[config.mk]
export PLATFORM = sky130hd
export DESIGN_NAME = fft_frame_sequencer
export DESIGN_NICKNAME = d
export VERILOG_FILES = /design/src/rtl/fft_frame_sequencer.sv
export SDC_FILE = /design/constraint.sdc
export NUM_CORES = 1
export LEC_CHECK = 0
export CAP_MARGIN = 25
export CORE_UTILIZATION = 40
export DETAILED_ROUTE_END_ITERATION = 7
export PLACE_DENSITY = 0.7
export SLEW_MARGIN = 20
export SYNTH_ARGS = -nofsm -noshare
export SYNTH_HDL_FRONTEND = slang
export SYNTH_SLANG_ARGS = --single-unit
[constraint.sdc]
create_clock -name clk -period 1.3 [get_ports clk]
set_clock_uncertainty 0.05 [all_clocks]
set_input_delay 0.195 -clock clk [delete_from_list [all_inputs] [get_ports clk]]
set_output_delay 0.195 -clock clk [all_outputs]
set_load 0.01 [all_outputs]
[src/rtl/fft_frame_sequencer.sv]
// rtl/fft_frame_sequencer.sv - frame controller stepping FFT frames through load, compute and unload
//
// Ports:
//   clk, reset        rising-edge clock, synchronous active-high reset
//   en                permits a new frame to start (IDLE->LOAD, UNLOAD->LOAD)
//   in_frame_done     pulse: input side finished writing N samples
//   core_done         pulse: FFT core finished the transform
//   out_frame_done    pulse: output side finished reading N results
//   core_start        pulse: start the FFT core (first COMPUTE cycle)
//   core_abort        pulse: watchdog expired in COMPUTE
//   fft_busy          high while in COMPUTE
//   fft_valid         high while in UNLOAD
//   mem_owner         sample memory select: 0 none, 1 input, 2 core, 3 output
//   state_o           current state (debug)
//   frame_count       completed frames, wraps
//   timeout_err       sticky watchdog error, cleared only by reset
module fft_frame_sequencer #(
  parameter int N         = 32,
  parameter int TIMEOUT   = 1024,
  parameter int cnt_width = 8
) (
  input  logic                 clk,
  input  logic                 reset,
  input  logic                 en,
  input  logic                 in_frame_done,
  input  logic                 core_done,
  input  logic                 out_frame_done,
  output logic                 core_start,
  output logic                 core_abort,
  output logic                 fft_busy,
  output logic                 fft_valid,
  output logic [1:0]           mem_owner,
  output logic [1:0]           state_o,
  output logic [cnt_width-1:0] frame_count,
  output logic                 timeout_err
);

  localparam int WD_W = $clog2(TIMEOUT + 1);

  // An illegal point count never lets a frame start.
  localparam logic N_OK = (N >= 4) && ((N & (N - 1)) == 0);

  typedef enum logic [1:0] {
    S_IDLE    = 2'd0,
    S_LOAD    = 2'd1,
    S_COMPUTE = 2'd2,
    S_UNLOAD  = 2'd3
  } state_t;

  state_t               state_q, state_d;
  logic [WD_W-1:0]      wd_q, wd_d;
  logic                 core_start_q, core_start_d;
  logic                 core_abort_q, core_abort_d;
  logic                 fft_busy_q, fft_busy_d;
  logic                 fft_valid_q, fft_valid_d;
  logic [1:0]           mem_owner_q, mem_owner_d;
  logic [cnt_width-1:0] frame_count_q, frame_count_d;
  logic                 timeout_err_q, timeout_err_d;
  logic                 start_ok;

  assign start_ok = en && N_OK;

  always_comb begin
    state_d       = state_q;
    core_start_d  = 1'b0;
    core_abort_d  = 1'b0;
    frame_count_d = frame_count_q;
    timeout_err_d = timeout_err_q;

    case (state_q)
      S_IDLE: begin
        if (start_ok) state_d = S_LOAD;
      end
      S_LOAD: begin
        if (in_frame_done) begin
          state_d      = S_COMPUTE;
          core_start_d = 1'b1;
        end
      end
      S_COMPUTE: begin
        // core_done wins over a watchdog expiry in the same cycle.
        if (core_done) begin
          state_d = S_UNLOAD;
        end else if (wd_q == WD_W'(TIMEOUT - 1)) begin
          state_d       = S_IDLE;
          core_abort_d  = 1'b1;
          timeout_err_d = 1'b1;
        end
      end
      S_UNLOAD: begin
        if (out_frame_done) begin
          frame_count_d = frame_count_q + 1'b1;
          state_d       = start_ok ? S_LOAD : S_IDLE;
        end
      end
      default: state_d = S_IDLE;
    endcase

    // Zero on every COMPUTE entry because the previous state is never COMPUTE.
    wd_d = (state_q == S_COMPUTE) ? wd_q + 1'b1 : '0;

    // Moore outputs decoded from the state being entered so they move with it.
    fft_busy_d  = (state_d == S_COMPUTE);
    fft_valid_d = (state_d == S_UNLOAD);
    case (state_d)
      S_LOAD:    mem_owner_d = 2'd1;
      S_COMPUTE: mem_owner_d = 2'd2;
      S_UNLOAD:  mem_owner_d = 2'd3;
      default:   mem_owner_d = 2'd0;
    endcase
  end

  always_ff @(posedge clk) begin
    if (reset) begin
      state_q       <= S_IDLE;
      wd_q          <= '0;
      core_start_q  <= 1'b0;
      core_abort_q  <= 1'b0;
      fft_busy_q    <= 1'b0;
      fft_valid_q   <= 1'b0;
      mem_owner_q   <= 2'd0;
      frame_count_q <= '0;
      timeout_err_q <= 1'b0;
    end else begin
      state_q       <= state_d;
      wd_q          <= wd_d;
      core_start_q  <= core_start_d;
      core_abort_q  <= core_abort_d;
      fft_busy_q    <= fft_busy_d;
      fft_valid_q   <= fft_valid_d;
      mem_owner_q   <= mem_owner_d;
      frame_count_q <= frame_count_d;
      timeout_err_q <= timeout_err_d;
    end
  end

  assign core_start  = core_start_q;
  assign core_abort  = core_abort_q;
  assign fft_busy    = fft_busy_q;
  assign fft_valid   = fft_valid_q;
  assign mem_owner   = mem_owner_q;
  assign state_o     = state_q;
  assign frame_count = frame_count_q;
  assign timeout_err = timeout_err_q;

endmodule
==> metrics <==
most common cell after layout, fill and taps aside=buf_4; Clock Latency Late Sink=0.32 ns; crit end category=flip-flop; I/O Pins=23; RSZ-0062 raised after global routing=true; most frequently used flop master after synthesis=dfxtp_1; endpoints failing hold=0; routed length on met2=1140 µm; First DRT Iteration DRCs=13; CTS clk-pin slew, worst paths=0.14 ns; layout cells sized above 1=0.339; Crit path buffers/inverters=0; Crit Path Max Fanout=3; Routed WL=2330 µm; gp weighted congestion=between 0.7 and 0.8; hold_ws=0.403 ns; Syn Area/Cell=between 9 and 10 µm²; Wirelength per Cell=12.0 µm; Post-synth EDFFs=0; # nets final=174; violated checks=negative setup slack; power after layout=1.35 mW; starting density of the core=0.440; LEAKAGE=~0.67 nW; FF+latch count, synth=27; Setup crit start kind=flip-flop; period utilisation layout=1.05; number of flip-flops in the largest register=11; ys async rst share=0; DRT antenna net count=0; Layout area overhead=42.2%; PwrDens=838 mW/mm²; Setup WS post-layout=-0.0694 ns; GRT Overall Usage=0.169; Clock Tree Buf Depth=2; crit path kind=flip-flop to flip-flop; class of the worst hold path=input pin to flip-flop; Rows=18; Fmax achieved=730 MHz; Synth Net Count=127; CP max stage delay=0.38 ns; Peak VDD IR=0.648 mV; status=complete, but fails checks; global-route wire length before repair=3710 µm; vias in the first global route=902; HPWL Detailed=1690 µm; die width=55.1 µm; Top Layer Used=met4; GR Overflow Total=0; pins over their slew limit=0; Setup Total Neg Slack=-0.156 ns; CTS Sinks=27; Yosys warnings=0; sequential area share after synthesis=0.478; Syn Std Cell Area=approximately 0.0011 mm²; antenna violations before repair=0; Final min period=1.37 ns; Max Cap Viol=0; Die Ht=55.1 µm; Worst Tran Pin Value=0.266 ns; via total after detailed routing=973; relative slew slack=0.822; Synth cell types=29; CTS buffer count=3; Pre-Repair DR Iteration Count=2; area of the core=0.00257 mm²; Most flops, register=wd_q; IO Port Bufs=22; met3 wire len=68 µm; Remaining DRCs=0; post-synthesis instance total=119; CTS tree=done; Crit-path slowest cell=dfxtp_2; largest net degree at the start of global routing=16; delay-heaviest family, CP=simple AND/OR/NAND/NOR gates; most frequent cells in the layout=buf_4, nor2_1, dlygate4sd2_1; met1 WL=approximately 1100 µm; CTS root buffer=clkbuf_4; die area=0.00304 mm²; average vias per placed instance=4.99; Worst EP arrival=between 1.5 and 2 ns; ANT cells=0; maximum level of the CTS H-tree=1; critical-path cell list=ha_4 > and4_4 > nand4_1 > o211ai_1 > nor2_1; Setup Viol. Count Final=3; Worst EP required=between 1 and 1.5 ns
## through the flow
step | instances | area, µm² | setup WS [ns] | utilization
finish | 195 | 1610 | -0.0694 | 0.626
global route | 195 | 1610 | -0.113 | 0.626
CTS | 193 | 1560 | -0.0706 | 0.608
detailed placement | 188 | 1530 | -0.253 | 0.595
global placement | 188 | 1530 | -0.217 | 0.595
floorplan | 119 | 1130 | 0.00396 | -
## cell type report
cell class | count | area (µm²)
fill | 223 | 961
clock inverter | 1 | 5.00
multi-input combinational | 83 | 572
inverter | 4 | 15.0
clock buffer | 3 | 22.5
sequential | 27 | 568
tap | 30 | 37.5
timing repair buffer | 47 | 387
## cells by family (layout without fill, tap and decap cells)
kind of cell	after synthesis	count (layout)	share of synthesized area
simple gates	53	53	0.274
flops	27	27	0.478
compound gates	14	14	0.0764
xor+xnor	13	13	0.101
buf+inv	9	55	0.0399
fa+ha+maj	2	2	0.0221
mux	1	1	0.00886
## tightest hold or removal path: stages
cell,delay (ns)
clkdlybuf4s50_1,0.40
nand2_1,0.10
nor3_1,0.05
## cell usage after synthesis, drive strengths merged (2+ instances only)
cell    n  area, µm²
a21oi   3       15.0
and4    2       20.0
buf     4       26.3
dfxtp  27        541
ha      2       25.0
inv     4       15.0
nand2   9       33.8
nand3   6       60.1
nand4   4       25.0
nor2   21       78.8
nor3    4       20.0
nor4    3       46.3
o21ai   6       30.0
or3     3       18.8
xnor2   7       61.3
xor2    6       52.6
## worst paths after layout
check | depth (start not counted) | endpoint | slack (ns) | start
min | 3 | core_start$_SDFF_PP0_ | 0.40 | in_frame_done
max | 5 | fft_busy$_SDFF_PP0_ | -0.07 | wd_q[0]$_SDFF_PP0_
min reg2reg | 1 | timeout_err$_SDFFE_PP0P_ | 0.42 | timeout_err$_SDFFE_PP0P_
max reg2reg | 5 | fft_busy$_SDFF_PP0_ | -0.07 | wd_q[0]$_SDFF_PP0_
## where the power goes
part,total (mW),switching [mW],internal [mW]
sequential,0.852,0.0127,0.839
clock,0.354,0.239,0.115
combinational,0.140,0.0698,0.0705
total,1.35,0.321,1.02
## timing repair
action                     in CTS  in global routing
buffers inserted                1                  2
pin swaps                       3                  8
setup endpoints to repair      21                 10
gates resized for setup        31                 14
hold buffers                    0                  0
## routing by layer
| metal | vias to the layer above | GRT usage |
|---|---|---|
| met1 | 453 | 0.211 |
| li1 | 499 | - |
| met4 | 0 | 0.0708 |
| met2 | 17 | 0.285 |
| met3 | 4 | 0.0301 |
| met5 | - | 0 |
Power figures use the tool's default switching activity.
